[src/rtl/uart_pkg.sv]
// Shared UART framing definitions: FSM state encoding, oversample default and parity sense.
// The receiver imports the same package so both ends agree on framing.
package uart_pkg;

  typedef enum logic [2:0] {
    ST_IDLE   = 3'd0,
    ST_START  = 3'd1,
    ST_DATA   = 3'd2,
    ST_PARITY = 3'd3,
    ST_STOP   = 3'd4
  } uart_state_e;

  localparam int   UART_OVERSAMPLE  = 16;
  localparam logic UART_PARITY_EVEN = 1'b0;
  localparam logic UART_PARITY_ODD  = 1'b1;

endpackage

[src/rtl/uart_transmitter_if.sv]
// Byte-source side of the transmitter: valid/ready byte handshake plus the serial line and busy flag.
interface uart_transmitter_if #(
  parameter int DATA_BITS = 8
);
  logic [DATA_BITS-1:0] din;
  logic                 din_valid;
  logic                 din_ready;
  logic                 tx;
  logic                 busy;

  modport master (output din, output din_valid, input din_ready, input tx, input busy);
  modport slave  (input din, input din_valid, output din_ready, output tx, output busy);
endinterface

[src/rtl/uart_bit_timer.sv]
// Counts s_tick pulses up to OVERSAMPLE and flags the clk edge that closes a bit period.
// bit_done_o is combinational so the owning FSM advances on exactly that edge.
module uart_bit_timer
  import uart_pkg::*;
#(
  parameter int OVERSAMPLE = UART_OVERSAMPLE
) (
  input  logic clk,
  input  logic rst_n,
  input  logic clr_i,
  input  logic en_i,
  input  logic s_tick_i,
  output logic bit_done_o
);

  localparam int            TW   = (OVERSAMPLE > 1) ? $clog2(OVERSAMPLE) : 1;
  localparam logic [TW-1:0] LAST = TW'(OVERSAMPLE - 1);

  logic [TW-1:0] tick_cnt_q, tick_cnt_d;

  assign bit_done_o = en_i && s_tick_i && (tick_cnt_q == LAST);

  // Clear wins so a tick landing on the accept edge is never counted.
  always_comb begin
    tick_cnt_d = tick_cnt_q;
    if (clr_i)
      tick_cnt_d = '0;
    else if (en_i && s_tick_i)
      tick_cnt_d = bit_done_o ? '0 : tick_cnt_q + 1'b1;
  end

  always_ff @(posedge clk or negedge rst_n) begin
    if (!rst_n) tick_cnt_q <= '0;
    else        tick_cnt_q <= tick_cnt_d;
  end

endmodule

[src/rtl/uart_transmitter.sv]
// UART transmitter: serialises accepted bytes as start/data/[parity]/stop frames, LSB first,
// one bit per OVERSAMPLE s_tick pulses. tx is registered and idles high.
module uart_transmitter
  import uart_pkg::*;
#(
  parameter int DATA_BITS  = 8,
  parameter int OVERSAMPLE = UART_OVERSAMPLE,
  parameter int STOP_BITS  = 1,
  parameter int PARITY_EN  = 0,
  parameter int PARITY_ODD = 0
) (
  input  logic                clk,
  input  logic                rst_n,
  input  logic                s_tick,
  uart_transmitter_if.slave   bus
);

  localparam int            BW        = (DATA_BITS > 1) ? $clog2(DATA_BITS) : 1;
  localparam logic [BW-1:0] BIT_LAST  = BW'(DATA_BITS - 1);
  localparam logic          STOP_LAST = (STOP_BITS == 2);
  localparam logic          PAR_SENSE = (PARITY_ODD != 0) ? UART_PARITY_ODD : UART_PARITY_EVEN;

  uart_state_e          state_q, state_d;
  logic [BW-1:0]        bit_cnt_q, bit_cnt_d;
  logic                 stop_cnt_q, stop_cnt_d;
  logic [DATA_BITS-1:0] shift_q, shift_d;
  logic                 par_q, par_d;
  logic                 tx_q, tx_d;
  logic                 busy_q, busy_d;

  logic accept;
  logic bit_done;

  assign accept = bus.din_valid && (state_q == ST_IDLE);

  uart_bit_timer #(
    .OVERSAMPLE (OVERSAMPLE)
  ) u_bit_timer (
    .clk        (clk),
    .rst_n      (rst_n),
    .clr_i      (accept),
    .en_i       (state_q != ST_IDLE),
    .s_tick_i   (s_tick),
    .bit_done_o (bit_done)
  );

  always_comb begin
    state_d    = state_q;
    bit_cnt_d  = bit_cnt_q;
    stop_cnt_d = stop_cnt_q;
    shift_d    = shift_q;
    par_d      = par_q;

    case (state_q)
      ST_IDLE: begin
        if (accept) begin
          shift_d    = bus.din;
          par_d      = (^bus.din) ^ PAR_SENSE;
          bit_cnt_d  = '0;
          stop_cnt_d = 1'b0;
          state_d    = ST_START;
        end
      end
      ST_START: begin
        if (bit_done) begin
          bit_cnt_d = '0;
          state_d   = ST_DATA;
        end
      end
      ST_DATA: begin
        if (bit_done) begin
          shift_d = shift_q >> 1;
          if (bit_cnt_q == BIT_LAST) begin
            stop_cnt_d = 1'b0;
            state_d    = (PARITY_EN != 0) ? ST_PARITY : ST_STOP;
          end else begin
            bit_cnt_d = bit_cnt_q + 1'b1;
          end
        end
      end
      ST_PARITY: begin
        if (bit_done) begin
          stop_cnt_d = 1'b0;
          state_d    = ST_STOP;
        end
      end
      ST_STOP: begin
        if (bit_done) begin
          if (stop_cnt_q == STOP_LAST) state_d    = ST_IDLE;
          else                         stop_cnt_d = 1'b1;
        end
      end
      default: state_d = ST_IDLE;
    endcase
  end

  // tx is driven from the next state so each level appears on the edge that starts its bit.
  always_comb begin
    tx_d = 1'b1;
    case (state_d)
      ST_START:  tx_d = 1'b0;
      ST_DATA:   tx_d = shift_d[0];
      ST_PARITY: tx_d = par_d;
      default:   tx_d = 1'b1;
    endcase
    busy_d = (state_d != ST_IDLE);
  end

  always_ff @(posedge clk or negedge rst_n) begin
    if (!rst_n) begin
      state_q    <= ST_IDLE;
      bit_cnt_q  <= '0;
      stop_cnt_q <= 1'b0;
      shift_q    <= '0;
      par_q      <= 1'b0;
      tx_q       <= 1'b1;
      busy_q     <= 1'b0;
    end else begin
      state_q    <= state_d;
      bit_cnt_q  <= bit_cnt_d;
      stop_cnt_q <= stop_cnt_d;
      shift_q    <= shift_d;
      par_q      <= par_d;
      tx_q       <= tx_d;
      busy_q     <= busy_d;
    end
  end

  assign bus.din_ready = (state_q == ST_IDLE);
  assign bus.tx        = tx_q;
  assign bus.busy      = busy_q;

endmodule

[src/flat_wrapper.sv]
// flat-port wrapper written by rule: the top's interface ports become plain ports
module uart_transmitter_flat import uart_pkg::*;
#(
  parameter int DATA_BITS  = 8,
  parameter int OVERSAMPLE = UART_OVERSAMPLE,
  parameter int STOP_BITS  = 1,
  parameter int PARITY_EN  = 0,
  parameter int PARITY_ODD = 0
)
  (clk, rst_n, s_tick, bus_din, bus_din_valid, bus_din_ready, bus_tx, bus_busy);
  uart_transmitter_if #(.DATA_BITS(DATA_BITS)) bus_i ();
  input  logic clk;
  input  logic rst_n;
  input  logic s_tick;
  input wire logic [$bits(bus_i.din)-1:0] bus_din;
  input wire logic [$bits(bus_i.din_valid)-1:0] bus_din_valid;
  output wire logic [$bits(bus_i.din_ready)-1:0] bus_din_ready;
  output wire logic [$bits(bus_i.tx)-1:0] bus_tx;
  output wire logic [$bits(bus_i.busy)-1:0] bus_busy;
  assign bus_i.din = bus_din;
  assign bus_i.din_valid = bus_din_valid;
  assign bus_din_ready = bus_i.din_ready;
  assign bus_tx = bus_i.tx;
  assign bus_busy = bus_i.busy;
  uart_transmitter #(.DATA_BITS(DATA_BITS), .OVERSAMPLE(OVERSAMPLE), .STOP_BITS(STOP_BITS), .PARITY_EN(PARITY_EN), .PARITY_ODD(PARITY_ODD)) u_core (.clk(clk), .rst_n(rst_n), .s_tick(s_tick), .bus(bus_i));
endmodule
[config.mk]
export PLATFORM = sky130hd
export DESIGN_NAME = uart_transmitter_flat
export DESIGN_NICKNAME = d
export VERILOG_FILES = /design/src/rtl/uart_pkg.sv /design/src/rtl/uart_transmitter_if.sv /design/src/rtl/uart_bit_timer.sv /design/src/rtl/uart_transmitter.sv /design/src/flat_wrapper.sv
export SDC_FILE = /design/constraint.sdc
export NUM_CORES = 1
export LEC_CHECK = 0
export CORE_UTILIZATION = 40
export DETAILED_ROUTE_END_ITERATION = 7
export HOLD_SLACK_MARGIN = 0.05
export PLACE_DENSITY = 0.62
export REMOVE_ABC_BUFFERS = 1
export SLEW_MARGIN = 20
export SYNTH_ARGS = -nofsm -noshare
export SYNTH_HDL_FRONTEND = slang
export SYNTH_SLANG_ARGS = --single-unit
[constraint.sdc]
create_clock -name clk -period 2.7 [get_ports clk]
set_clock_uncertainty 0.1 [all_clocks]
set_input_delay 0.405 -clock clk [delete_from_list [all_inputs] [get_ports clk]]
set_output_delay 0.405 -clock clk [all_outputs]
set_load 0.01 [all_outputs]
======== Word level (Yosys, flattened, before mapping) ========
Index checks and enable logic that the tools add are counted.
word-level totals
  register bits after elaboration ......... 22
  bits of input ports ..................... 12
  output and inout bits ................... 3
  word-level logic and storage cells ...... 70
operators by class
  add/sub/neg operators ................... 2
  eq/ne operators ......................... 16
  muxes and demuxes ....................... 29
  reductions and logical operators ........ 14
operator list
  cell                   count
  $mux W3                11
  $mux W8                2
  $pmux W8 S2            1
  $pmux W3 S5            1
  $eq A3 B2 Y1 const B   4
  $mux W4                3
  $ne A2 B2 Y1 const B   5
  $pmux W3 S3            1
  $reduce_bool A3 Y1     3
  $mux W1                8
  $reduce_xor A8 Y1      1
  $eq A3 B1 Y1 const B   2
  $eq A3 B3 Y1 const B   2
  $reduce_and A6 Y1      1
  $reduce_and A5 Y1      1
  $add A4 B1 Y4 const B  1
  $eq A4 B4 Y1 const B   1
  $ne A2 B1 Y1 const B   2
  $pmux W1 S4            1
  $reduce_bool A2 Y1     2
  $reduce_bool A4 Y1     1
  $add A3 B1 Y3 const B  1
  $logic_and A1 B1 Y1    3
  $logic_not A3 Y1       1
  other kinds (2)        2

======== Logic depth before layout (Yosys ltp) ========
  depth in word-level cells ............... 7
  depth in mapped cells ................... 6
  gate-level depth less buffers ........... 6

======== Hierarchy ========
A second synthesis with hierarchy kept.
unflattened totals
  cell total of the unflattened synthesis .. 110
  area, all modules ....................... 1104.8 um2
modules (own cells, without submodules)
  module            instances  cells each  area each (um2)  seq. area each (um2)
  uart_transmitter  1          87          900.9            426.7
  uart_bit_timer    1          23          203.9            100.1

======== Least setup slack after synthesis ========
No wires, ideal clock.
  kind .................................... register to register
  start ................................... register u_core.u_bit_timer.tick_cnt_q[0]
  end ..................................... register u_core.bit_cnt_q[0]
  library setup time ...................... 127 ps
  data arrival time ....................... 1637 ps
  data required time ...................... 2473 ps
  path slack .............................. 836 ps
  stages on the path, launching flop included .. 6
  path buffers ............................ 0
  period minus slack after synthesis ...... 1864 ps
  cell sequence ........................... dfrtp_1 -> ha_1 -> and4_1 -> nand3_1 -> a31oi_1 -> mux2_1
on the way
  cells in the longest elaborated chain, start to end .. 4
  elaborated cells on any way between the ends .. 5
  classes of those cells .................. 3 x eq/ne; 2 x reduce/logical
ends and longest elaborated chain
  element                               RTL line                 RTL
  start: declaration                    uart_bit_timer.sv:19     logic [TW-1:0] tick_cnt_q, tick_cnt_d;
  start signal: assignment              uart_bit_timer.sv:34     else tick_cnt_q <= tick_cnt_d;
  $eq A4 B4 Y1 *                        uart_bit_timer.sv:21     assign bit_done_o = en_i && s_tick_i && (tick_cnt_q == LAST);
  $logic_and A1 B1 Y1 *                 uart_bit_timer.sv:21
  $ne A2 B2 Y1 (no source line)         n/a
  $reduce_and A5 Y1 (no source line) *  n/a
  end signal: assignment                uart_transmitter.sv:120  bit_cnt_q <= bit_cnt_d;
  end: declaration                      uart_transmitter.sv:24   logic [BW-1:0] bit_cnt_q, bit_cnt_d;
Mark *: on every way between the ends. The rest lies on a longest branch, timed or not.
A chain may end at the register's enable or synchronous reset.

======== Worst setup path in the final report ========
Ends and elaborated chain as after synthesis.

==> flow_metrics.py <==
metrics = {
    "status": {
        "run_status": "finished clean",
    },
    "routing": {
        "drtAntennaViolNets": 0,
        "routed_wire_per_std_cell_um": 13.4,
        "drt_iter0_drc": 14,
        "drt_total_wl_mm": 2.11,
        "vias": 855,
        "route.detailed.vias_per_inst": 5.45,
        "drc_errors_left": 0,
        "first_pass_iteration_count_of_the_detailed_router": 4,
    },
    "power": {
        "static-leakage-power_uw": 0.000551,
        "powerDensity_mw_per_mm2": 767,
        "ir_drop_uv": 476,
    },
    "logic_synthesis": {
        "synth.area.top_cells": "dfrtp_1 (45%), xnor2_1 (5.6%), nand2_1 (5.5%)",
        "asyncSetResetFlopFracSynth": 1.00,
        "top_cell_types_by_occurrence_after_synthesis": "dfrtp_1 (20), nand2_1 (16), xnor2_1 (7)",
        "synth-edff-count": 0,
        "postSynthCellCount": 111,
        "ys_ff_latch": 21,
        "post_synth_top_area_share": 0.455,
        "yosys.cell_count.top_type": "dfrtp_1",
        "postSynthAreaPerCell_um2": 9.92,
        "post-synth-top-area-cell": "dfrtp_1",
        "mappedNetlistArea_mm2": 0.00110,
        "synthDistinctLibCells": 35,
        "synth_warnings": 0,
        "sequential_share_of_the_synthesized_area": 0.478,
        "synth-main-ff-cell": "dfrtp_1",
    },
    "worst_setup_path": {
        "worst_path_dominant_cell_family": "simple AND/OR/NAND/NOR gates",
        "worst_setup_path_start_kind": "flip-flop",
        "path_cells": "ha_1 -> and4_1 -> nand3_1 -> a31oi_1 -> mux2_1",
        "critPathCaptureType": "flip-flop",
        "r2r.worst_path.cells": 5,
        "cp_max_fo": 6,
        "critical_path.reg2reg.endpoint": "u_core.bit_cnt_q[0]",
        "timing.reg2reg.setup_slack_ns": 0.57,
        "worst-endpoint-arrival_ns": 2.22,
        "critPathMaxStageDelay_ns": 0.43,
        "worstPathRequired_ns": 2.80,
        "reg2reg_from": "u_core.u_bit_timer.tick_cnt_q[0]",
        "cp_num_cells": 5,
        "criticalPathCategory": "reg2reg",
        "slowest_stage": "dfrtp_1",
        "buf_inv_stages_crit_path": 0,
    },
    "global_route": {
        "grt_pass1_vias": 757,
        "number_of_antenna_violations_at_the_first_check_in_global_routing": 0,
        "maximum_number_of_pins_on_one_net_before_global_route_repair": 22,
        "grtUsageTotal": 0.163,
        "grt_first_pass_wirelength_mm": 3.38,
        "global_route_total_overflow": 0,
    },
    "floorplanning": {
        "design.portCount": 15,
        "core_mm2": 0.00254,
        "floorplan.die_area_mm2": 0.00297,
        "initial_core_util": 0.433,
        "num_rows": 18,
        "dieHeight_um": 54.5,
        "die_span_in_x_um": 54.5,
    },
    "timing": {
        "rsz0062_at_grt": "no",
        "finalSetupViolCount": 0,
        "finalSetupTns_ns": 0,
        "timing_hold_violations_final": 0,
        "slew_violations": 0,
        "finalWorstPathRequiredPeriod_ns": 2.13,
        "finalCritPeriodShare": 0.789,
        "timing_worst_slew_pin_value_ns": 0.455,
        "slew-limit-headroom": 0.695,
        "fmax_mhz": 470,
    },
    "cts": {
        "numClockSinks": 21,
        "clock_tree_from_tritoncts": "built",
        "post-cts-setup-buffer-count": 0,
        "clock_path_buffers": 2,
        "cts_root_buffer": "clkbuf_4",
        "clock_latency_ns": 0.30,
        "holdBufCountCts": 0,
        "cts-htree-levels": 1,
        "cts_resized": 0,
        "cts_made_buffers": 3,
        "clkSlewWorstSetupHoldPaths_ns": 0.11,
    },
    "hold_path": {
        "holdCritPathClass": "in2async",
    },
    "final_layout": {
        "layout.filler_cells": 242,
        "antenna_cells_inserted": 0,
        "layout-drive-gt1-share": 0.0787,
        "layout_stage_area_growth_over_the_synthesis_result_pct": 18.1,
        "final-instance-count-excl-fill": 157,
        "fin_nets": 143,
    },
    "place": {
        "hpwl_mm": 1.53,
        "portBuffers": 14,
        "post-place-cells": 153,
        "gp_congestion": 0.753,
    },
    "run": {
        "max-cap-violations": 0,
    },
}
==> registers in the layout, summed over array words and instances (netlist names) <==
register	flops
u_core.bus.busy	1
u_core.shift_q	8
u_core.bit_cnt_q	3
u_core.bus.tx	1
u_core.state_q	3
u_core.u_bit_timer.tick_cnt_q	4
u_core.par_q	1
==> where the power goes <==
group	internal [uW]	leakage (uW)	switching [uW]
registers	431	0.000260	97.5
clock network	57.6	0.0000150	92.5
logic	163	0.000277	155
total	652	0.000551	345
==> per-layer routing <==
layer / share of wire / global-route usage / up-vias
met1: 0.51 / 0.214 / 400
met2: 0.45 / 0.260 / 17
met5: 0 / 0 / -
li1: - / - / 436
met4: 0.0071 / 0.0385 / 0
met3: 0.037 / 0.0500 / 2
==> per-stage QoR <==
step	cell area [um2]	utilization	hold WS, ns	worst slack [ns]	total power (uW)
2_1_floorplan	1080	-	0.00941	0.466	730
3_3_place_gp	1270	0.500	0.360	0.433	839
3_5_place_dp	1270	0.500	0.364	0.364	853
4_1_cts	1300	0.511	0.332	0.575	1010
5_1_grt	1300	0.511	0.381	0.414	1070
6_report	1300	0.511	0.327	0.571	997
==> worst max-delay path by stage <==
| stage | from | slack (ns) | to |
|---|---|---|---|
| 4_1_cts | u_core.state_q[0] | 0.57 | bus_din_ready |
| 2_1_floorplan | u_core.state_q[0] | 0.47 | u_core.bus.tx |
| 6_report | u_core.u_bit_timer.tick_cnt_q[0] | 0.57 | u_core.bit_cnt_q[0] |
| 3_5_place_dp | s_tick | 0.36 | u_core.bit_cnt_q[0] |
| 5_1_grt | u_core.u_bit_timer.tick_cnt_q[0] | 0.41 | u_core.bit_cnt_q[0] |
| 3_3_place_gp | s_tick | 0.43 | u_core.bit_cnt_q[0] |
==> placed cells by master (no fill, tap or decap), types with 4 or more instances in the layout <==
cell type and n:
dfrtp_1 20, clkdlybuf4s50_1 14, a22oi_1 6, xnor2_1 7
inv_1 6, o21ai_0 6, nor2_1 5, nand2_1 16
a31oi_1 4
==> area by class of cell <==
| cell class | count | area, um2 | area share |
|---|---|---|---|
| Sequential cell | 21 | 527 | 0.405 |
| Inverter | 6 | 22.5 | 0.0173 |
| Multi-Input combinational cell | 80 | 532 | 0.409 |
| Timing Repair Buffer | 16 | 155 | 0.119 |
| Tap cell | 30 | 37.5 | 0.0289 |
| Clock buffer | 4 | 26.3 | 0.0202 |
==> kinds of logic (layout without fill, tap and decap cells) <==
logic type / Yosys count / count (layout) / share of synthesized area
simple gates: 37 / 37 / 0.174
compound gates: 30 / 30 / 0.191
flops: 21 / 21 / 0.478
buf+inv: 10 / 26 / 0.0386
xor+xnor: 7 / 7 / 0.0557
fa+ha+maj: 3 / 3 / 0.0341
mux: 3 / 3 / 0.0284
No activity file was read; power rests on OpenSTA's default activity.
